$ cat src/rtl/spi_master_core.sv
// SPI mode-0 master engine: runs one transaction of `len` bits per accepted `work`.
// It pulls transmit bytes from a TX FIFO and pushes received bytes into an RX FIFO.
`timescale 1ns/1ps
module spi_master_core #(
  parameter int DATA    = 8,
  parameter int CLK_DIV = 4
) (
  input  logic            clk,
  input  logic            rst,
  input  logic [15:0]     len,
  input  logic            op,
  input  logic            work,
  output logic            busy,
  input  logic [DATA-1:0] tx_rdata,
  output logic            tx_rd,
  input  logic            tx_empty,
  output logic [DATA-1:0] rx_wdata,
  output logic            rx_wr,
  input  logic            rx_full,
  output logic            spi_sclk,
  output logic            spi_mosi,
  input  logic            spi_miso,
  output logic            spi_cs_n
);
  localparam int DW = (CLK_DIV > 1) ? $clog2(CLK_DIV) : 1;
  localparam int CW = $clog2(DATA + 1);
  localparam logic [DW-1:0] DIV_LAST  = DW'(CLK_DIV - 1);
  localparam logic [CW-1:0] BYTE_LAST = CW'(DATA - 1);
  localparam logic [CW-1:0] BYTE_BITS = CW'(DATA);

  typedef enum logic [2:0] {
    S_IDLE   = 3'd0,
    S_LOAD   = 3'd1,
    S_SETUP  = 3'd2,
    S_HIGH   = 3'd3,
    S_LOW    = 3'd4,
    S_PUSH   = 3'd5,
    S_FINISH = 3'd6
  } state_t;

  state_t          state_r, state_nxt_s;
  logic [DW-1:0]   div_r;
  logic [15:0]     rem_r;
  logic            op_r, first_r;
  logic [CW-1:0]   bit_cnt_r;
  logic [DATA-1:0] tx_sh_r, rx_sh_r;
  logic            sclk_r, mosi_r, cs_n_r, busy_r, tx_rd_r, rx_wr_r;
  logic [DATA-1:0] rx_wdata_r;
  logic            sclk_nxt_s, mosi_nxt_s, cs_n_nxt_s, busy_nxt_s, tx_rd_nxt_s, rx_wr_nxt_s;
  logic [DATA-1:0] rx_wdata_nxt_s;
  logic            accept_s, div_done_s, load_ok_s, push_ok_s, byte_end_s, last_bit_s;

  assign accept_s   = work && (len != 16'd0);
  assign div_done_s = (div_r == DIV_LAST);
  assign load_ok_s  = !(op_r && tx_empty);
  assign push_ok_s  = op_r || !rx_full;
  assign byte_end_s = (bit_cnt_r == BYTE_LAST);
  assign last_bit_s = (rem_r == 16'd1);

  // State register
  always_ff @(posedge clk or negedge rst) begin
    if (!rst) begin
      state_r <= S_IDLE;
    end else begin
      state_r <= state_nxt_s;
    end
  end

  // Next-state decode
  always_comb begin
    state_nxt_s = state_r;
    case (state_r)
      S_IDLE:   if (accept_s) state_nxt_s = S_LOAD; else state_nxt_s = S_IDLE;
      S_LOAD:   if (load_ok_s) state_nxt_s = first_r ? S_SETUP : S_LOW; else state_nxt_s = S_LOAD;
      S_SETUP:  if (div_done_s) state_nxt_s = S_HIGH; else state_nxt_s = S_SETUP;
      S_HIGH: begin
        if (div_done_s) state_nxt_s = (last_bit_s || byte_end_s) ? S_PUSH : S_LOW;
        else            state_nxt_s = S_HIGH;
      end
      S_LOW:    if (div_done_s) state_nxt_s = S_HIGH; else state_nxt_s = S_LOW;
      S_PUSH: begin
        if (push_ok_s) state_nxt_s = (rem_r == 16'd0) ? S_FINISH : S_LOAD;
        else           state_nxt_s = S_PUSH;
      end
      S_FINISH: if (div_done_s) state_nxt_s = S_IDLE; else state_nxt_s = S_FINISH;
      default:  state_nxt_s = S_IDLE;
    endcase
  end

  // Next values of the registered pin and FIFO-strobe outputs
  always_comb begin
    sclk_nxt_s     = sclk_r;
    mosi_nxt_s     = mosi_r;
    cs_n_nxt_s     = cs_n_r;
    busy_nxt_s     = busy_r;
    tx_rd_nxt_s    = 1'b0;
    rx_wr_nxt_s    = 1'b0;
    rx_wdata_nxt_s = rx_wdata_r;
    case (state_r)
      S_IDLE: if (accept_s) busy_nxt_s = 1'b1; else busy_nxt_s = busy_r;
      S_LOAD: begin
        if (load_ok_s) begin
          tx_rd_nxt_s = !tx_empty;
          mosi_nxt_s  = !tx_empty && tx_rdata[DATA-1];
          cs_n_nxt_s  = first_r ? 1'b0 : cs_n_r;
        end else begin
          tx_rd_nxt_s = 1'b0;
        end
      end
      S_SETUP, S_LOW: if (div_done_s) sclk_nxt_s = 1'b1; else sclk_nxt_s = sclk_r;
      S_HIGH: begin
        // MOSI moves on the falling edge only when another bit of this byte follows
        if (div_done_s) begin
          sclk_nxt_s = 1'b0;
          mosi_nxt_s = (last_bit_s || byte_end_s) ? mosi_r : tx_sh_r[DATA-1];
        end else begin
          sclk_nxt_s = sclk_r;
        end
      end
      S_PUSH: begin
        if (push_ok_s && !op_r) begin
          rx_wr_nxt_s    = 1'b1;
          rx_wdata_nxt_s = rx_sh_r << (BYTE_BITS - bit_cnt_r);
        end else begin
          rx_wr_nxt_s = 1'b0;
        end
      end
      S_FINISH: begin
        if (div_done_s) begin
          cs_n_nxt_s = 1'b1;
          busy_nxt_s = 1'b0;
          mosi_nxt_s = 1'b0;
        end else begin
          cs_n_nxt_s = cs_n_r;
        end
      end
      default: busy_nxt_s = busy_r;
    endcase
  end

  // Output registers
  always_ff @(posedge clk or negedge rst) begin
    if (!rst) begin
      sclk_r     <= 1'b0;
      mosi_r     <= 1'b0;
      cs_n_r     <= 1'b1;
      busy_r     <= 1'b0;
      tx_rd_r    <= 1'b0;
      rx_wr_r    <= 1'b0;
      rx_wdata_r <= {DATA{1'b0}};
    end else begin
      sclk_r     <= sclk_nxt_s;
      mosi_r     <= mosi_nxt_s;
      cs_n_r     <= cs_n_nxt_s;
      busy_r     <= busy_nxt_s;
      tx_rd_r    <= tx_rd_nxt_s;
      rx_wr_r    <= rx_wr_nxt_s;
      rx_wdata_r <= rx_wdata_nxt_s;
    end
  end

  // Divider, bit counters and shift registers
  always_ff @(posedge clk or negedge rst) begin
    if (!rst) begin
      div_r     <= {DW{1'b0}};
      rem_r     <= 16'd0;
      op_r      <= 1'b0;
      first_r   <= 1'b0;
      bit_cnt_r <= {CW{1'b0}};
      tx_sh_r   <= {DATA{1'b0}};
      rx_sh_r   <= {DATA{1'b0}};
    end else begin
      if (state_nxt_s != state_r) div_r <= {DW{1'b0}};
      else                        div_r <= div_r + DW'(1);
      case (state_r)
        S_IDLE: begin
          if (accept_s) begin
            rem_r   <= len;
            op_r    <= op;
            first_r <= 1'b1;
          end
        end
        S_LOAD: begin
          // MSB already goes straight to MOSI, so keep the remaining bits pre-shifted
          if (load_ok_s) begin
            tx_sh_r   <= tx_empty ? {DATA{1'b0}} : {tx_rdata[DATA-2:0], 1'b0};
            rx_sh_r   <= {DATA{1'b0}};
            bit_cnt_r <= {CW{1'b0}};
            first_r   <= 1'b0;
          end
        end
        S_SETUP, S_LOW: if (div_done_s) rx_sh_r <= {rx_sh_r[DATA-2:0], spi_miso};
        S_HIGH: begin
          if (div_done_s) begin
            rem_r     <= rem_r - 16'd1;
            bit_cnt_r <= bit_cnt_r + CW'(1);
            tx_sh_r   <= {tx_sh_r[DATA-2:0], 1'b0};
          end
        end
        default: first_r <= first_r;
      endcase
    end
  end

  assign spi_sclk = sclk_r;
  assign spi_mosi = mosi_r;
  assign spi_cs_n = cs_n_r;
  assign busy     = busy_r;
  assign tx_rd    = tx_rd_r;
  assign rx_wr    = rx_wr_r;
  assign rx_wdata = rx_wdata_r;

endmodule

$ cat config.mk
export PLATFORM = sky130hd
export DESIGN_NAME = spi_master_core
export DESIGN_NICKNAME = d
export VERILOG_FILES = /design/src/rtl/spi_master_core.sv
export SDC_FILE = /design/constraint.sdc
export NUM_CORES = 1
export LEC_CHECK = 0
export ABC_AREA = 1
export CORE_ASPECT_RATIO = 1.4
export CORE_MARGIN = 2
export CORE_UTILIZATION = 60
export CTS_CLUSTER_SIZE = 30
export DETAILED_ROUTE_END_ITERATION = 10
export PLACE_DENSITY_LB_ADDON = 0.08
export SLEW_MARGIN = 20
export SYNTH_ARGS = -nofsm -noshare
export SYNTH_HDL_FRONTEND = slang
export SYNTH_SLANG_ARGS = --single-unit
$ cat constraint.sdc
create_clock -name clk -period 3.2 [get_ports clk]
set_input_delay 0.32 -clock clk [delete_from_list [all_inputs] [get_ports clk]]
set_output_delay 0.32 -clock clk [all_outputs]
set_load 0.01 [all_outputs]
* Yosys cells after proc, flatten, opt, wreduce, memory -nomap -nowiden
Index checks and enable logic that the tools add are counted.
Widths: inputs -> output; s select.
** Word-level totals
- Input bits :: 31
- Register bits :: 57
- Output and inout port bits :: 14
** Operators by class
- Mux-type cells :: 43
- Equal/unequal tests :: 17
- $add $sub $neg :: 4
- Shift operators :: 1
- Reductions and logical operators :: 31
** Operators with widths (count)
- $mux 8 :: 5
- $mux 16 :: 2
- $pmux 16 s2 :: 1
- $pmux 8 s2 :: 2
- $mux 3 :: 7
- $pmux 3 s7 :: 1
- $reduce_and 3->1 :: 6
- $eq 16x1->1 const B :: 1
- $logic_not 16->1 :: 1
- $mux 1 :: 16
- $reduce_bool 16->1 :: 1
- $sub 16x1->16 const B :: 1
- $ne 2x2->1 const B :: 7
- $reduce_bool 2->1 :: 7
- $eq 3x3->1 const B :: 3
- $mux 4 :: 2
- $pmux 1 s2 :: 4
- $pmux 4 s2 :: 1
- $shl 8x4->8 :: 1
- $eq 3x2->1 const B :: 2
- $reduce_and 5->1 :: 1
- $add 4x1->4 const B :: 1
- $eq 4x3->1 const B :: 1
- $logic_and 1x1->1 :: 4
- 14 further kinds :: 18

* Depth between registers and ports, before layout
- Depth after elaboration :: 7
- Depth in mapped cells :: 13
- Gate-level depth less buffers :: 13

* Worst setup path after synthesis
OpenSTA, ideal clock, no wires.
- Path type :: register to register
- Start point :: reg bit_cnt_r[0]
- End point :: reg rx_wdata_r[7], in the netlist rx_wdata[7]
- Setup time :: 118 ps
- Stages on the path, launching flop included :: 10
- Data required time :: 3082 ps
- Setup slack :: 1227 ps
- Clock period less this slack :: 1973 ps
- Arrival :: 1855 ps
- Cell sequence :: dfrtp_1 > clkbuf_1 > clkbuf_1 > inv_1 > ha_1 > inv_1 > o21ai_0 > o21ai_0 > nand3_1 > nand2_1
** On the way
- Word-level cells in the longest chain between the ends :: 2
** Ends and longest elaborated chain
- start, declared :: RTL line 45 : logic [CW-1:0] bit_cnt_r;
- start signal, assigned :: RTL line 169 : bit_cnt_r <= {CW{1'b0}};
- start signal, assigned :: RTL line 188 : bit_cnt_r <= {CW{1'b0}};
- start signal, assigned :: RTL line 196 : bit_cnt_r <= bit_cnt_r + CW'(1);
- $sub 4x4->4 :: RTL line 123 : rx_wdata_nxt_s = rx_sh_r << (BYTE_BITS - bit_cnt_r);
- $shl 8x4->8 :: RTL line 123
- end signal, assigned :: RTL line 150 : rx_wdata_r <= {DATA{1'b0}};
- end signal, assigned :: RTL line 158 : rx_wdata_r <= rx_wdata_nxt_s;
- end, declared :: RTL line 48 : logic [DATA-1:0] rx_wdata_r;
No other way between the ends.
A chain may end at the register's enable or synchronous reset.

* Worst setup path after layout
- Start point :: reg state_r[1]
- End point :: reg bit_cnt_r[3]
** On the way
- Word-level cells in the longest chain between the ends :: 3
- Elaborated cells between the ends (all ways) :: 7
- Classes of those cells :: eq/ne: 4; mux: 1; reduce/logical: 2
** Ends and longest elaborated chain
- start, declared :: RTL line 41 : state_t state_r, state_nxt_s;
- start signal, assigned :: RTL line 65 : state_r <= state_nxt_s;
- $eq 3x2->1 / $eq 3x1->1 (equally long branches) :: RTL line 175 : case (state_r)
- $ne 2x2->1 (no source line) / $reduce_bool 2->1 (equally long branches)
- $reduce_and 3->1 (no source line)
Several ways; a longest one is shown, not always the timed one.

==> key figures <==
Yosys
  • Mapped Cells: 445
  • Yosys warns: 0
  • Avg Cell Area, Syn: 7.66 µm²
  • Syn nets: 482
  • Synth area leader: dfrtp_1
  • Flops & latches, synth: 56
  • Register area share after synthesis: 0.412
  • Area of the mapped netlist: 0.00341 mm²
  • Most area-consuming cells after synthesis: dfrtp_1 (40%), nand2_1 (11%), nor2_1 (5.8%)
  • Area share of the largest cell type after synthesis: 0.404
  • Post-synth cell types: 38

Global route
  • GR Overflow Total: 0
  • Largest net degree at the start of global routing: 41
  • Antenna violations before repair: 0
  • Total global-route track usage: 0.257
  • First-pass GRT wire length: 12,400 µm
  • Vias in the first global route: 2,860

STA
  • Post-layout min period: 2340 ps
  • Slew @ Worst Pin: 716 ps
  • RSZ-0062 raised after global routing: false
  • Slew headroom: 0.519
  • Fin crit share: 0.730
  • Final Hold Vio Count: 0
  • TNS Setup: 0 ps
  • Achievable Freq: 428 MHz
  • Setup Viol. Count Final: 0
  • Final setup margin: 864 ps
  • Slew Limit Fails: 0
  • Layout Skew: 10.1 ps

Cells and area
  • Layout Nets: 521
  • Design area: 0.00396 mm²
  • Fraction of layout cells with a size suffix above 1: 0.0969
  • Commonest cells after routing, fill and taps aside: nand2_1 (96), dfrtp_1 (55), nor2_1 (53), inv_1 (44), clkdlybuf4s50_1 (43)
  • Most common cell after layout, fill and taps aside: nand2_1
  • Diodes inserted: 0
  • Area grow syn2layout: 16.2%
  • Post-Layout Cell Count: 553

Setup path
  • Crit-path cells: nand2_2 -> nor2_8 -> inv_2 -> a21oi_4 -> inv_2 -> nor3_1 -> nor3_2
  • CP delay by family, top: simple AND/OR/NAND/NOR gates
  • CP max FO: 30
  • WP buf/inv: 2
  • Most used cell, CP: inv_2
  • CP Class: flip-flop to flip-flop
  • Startpoint Class: flip-flop
  • CP arrival: 2540 ps
  • Critical Path Sink Type: flip-flop
  • Worst EP required: 3410 ps
  • Slowest-stage cell, CP: dfrtp_1
  • Crit-path max cell delay: 540 ps

Routing
  • Vias per Instance: 5.56
  • Drt drc: 0
  • Via count: 3,077
  • Drt wl/cell: 14.0 µm
  • WL final: 7730 µm
  • First DRT Iteration DRCs: 140
  • Post-route ant nets: 0
  • TritonRoute pass-1 iters: 4

Hold path
  • Hold Path Class: flip-flop to flip-flop

Clocking
  • Clock Path Buffers: 2
  • TritonCTS clock tree: built
  • Num CTS Buffers: 5
  • Clk slew on worst S/H paths: 100 ps
  • CTS resizes: 0
  • Number of H-tree levels: 2
  • Clk sinks: 56
  • Clock Root Buffer: clkbuf_8
  • Clock network latency to the later pin of the worst-skew pair: 310 ps

Run
  • MaxCap Viol Count: 0

Placed design
  • IO buf count: 44
  • Area post-placement: 0.00384 mm²
  • Placed Cells: 544
  • RePlAce Congestion: 0.895
  • DP Worst Slack: 855 ps
  • Dpl hpwl: 5900 µm

Power
  • Peak VDD IR: 490 µV
  • P_leak: 1.76 nW
  • Total Power: 3.07 mW
  • Pwr dens: 776 mW/mm²

Floorplan
  • Num ports: 45
  • Die Width: 67.7 µm
  • Die area: 0.00631 mm²
  • Die height: 93.2 µm
  • Rows: 32
  • Initial Util: 0.621
  • Core Area: 0.00549 mm²

Status
  • Status: finished clean
sequential cells by signal, summed over array words and instances (netlist names):
| name | flops |
|---|---|
| rem_r | 16 |
| op_r | 1 |
| spi_mosi | 1 |
| first_r | 1 |
| rx_wr | 1 |
| state_r | 3 |
| tx_rd | 1 |
| bit_cnt_r | 4 |
| spi_cs_n | 1 |
| div_r | 2 |
| rx_wdata | 8 |
| spi_sclk | 1 |
| rx_sh_r | 8 |
| tx_sh_r | 7 |
| busy | 1 |
report_power, final:
part	total [mW]	switching (mW)	internal, mW	leakage [nW]
sequential	1.11	0.182	0.927	0.724
clock	0.464	0.232	0.232	0.0541
combinational	1.50	0.966	0.532	0.982
total	3.07	1.38	1.69	1.76
metrics by stage:
| step | hold slack [ps] | utilization |
|---|---|---|
| after floorplan | 24.4 | - |
| final | 442 | 0.722 |
| after global routing | 464 | 0.722 |
| after global placement | 257 | 0.700 |
| after CTS | 446 | 0.722 |
| after detailed placement | 260 | 0.700 |
kinds of logic after synthesis:
| logic type | synth area share |
|---|---|
| and+or+nand+nor | 0.279 |
| AOI/OAI and AO/OA | 0.184 |
| buffers and inverters | 0.0859 |
| DFF | 0.412 |
| xor gates and xnor gates | 0.0180 |
| adders and majority gates | 0.0220 |
worst reg2reg max path, delay by kind of cell (launching register included):
family | cells | cell delay [ps]
AOI/OAI and AO/OA | 1 | 450
and+or+nand+nor | 4 | 830
buffers and inverters | 2 | 430
DFF | 1 | 540
synthesized netlist by cell type (all sizes together):
cell type and instances:
nand2 100, dfstp 1, buf 11, nor3 10, o31ai 2, nand3 38, ha 6, clkbuf 3
dfrtp 55, a21oi 12, o22ai 7, o211ai 6, o21ai 70, or2 1, nor3b 1, inv 51
xor2 7, nor2 57, nand4 4, a22oi 3
layer usage:
metal	vias to the layer above	wire length (µm)	global-route usage
li1	1549	-	-
met5	-	0	0
met3	17	213	0.0325
met4	0	191	0.100
met1	1450	3070	0.291
met2	61	4260	0.471
final cells by class:
| cell class | count | area, µm² |
|---|---|---|
| multi-input cells | 324 | 1710 |
| fillers | 476 | 1530 |
| flip-flops and latches | 56 | 1400 |
| repair buffers | 46 | 453 |
| inverters | 51 | 194 |
| well taps | 68 | 85.1 |
| clock buffers | 5 | 68.8 |
| clock inverters | 3 | 42.5 |
final timing paths:
kind / startpoint / cells after the start / slack (ps) / to
hold reg to reg: div_r[0] / 1 / 440 / div_r[0]
hold / removal: div_r[0] / 1 / 440 / div_r[0]
min in group asynchronous: rst / 2 / 450 / rx_wdata[6]
max in group asynchronous: rst / 3 / 1910 / spi_cs_n
setup / recovery: state_r[1] / 7 / 860 / bit_cnt_r[3]
setup reg to reg: state_r[1] / 7 / 860 / bit_cnt_r[3]
timing repair:
item,in CTS,in global routing
buffers inserted,0,0
hold buffers,1,0
endpoints found under the hold margin,16,0
Note: power is estimated with default switching activity, not from simulation.
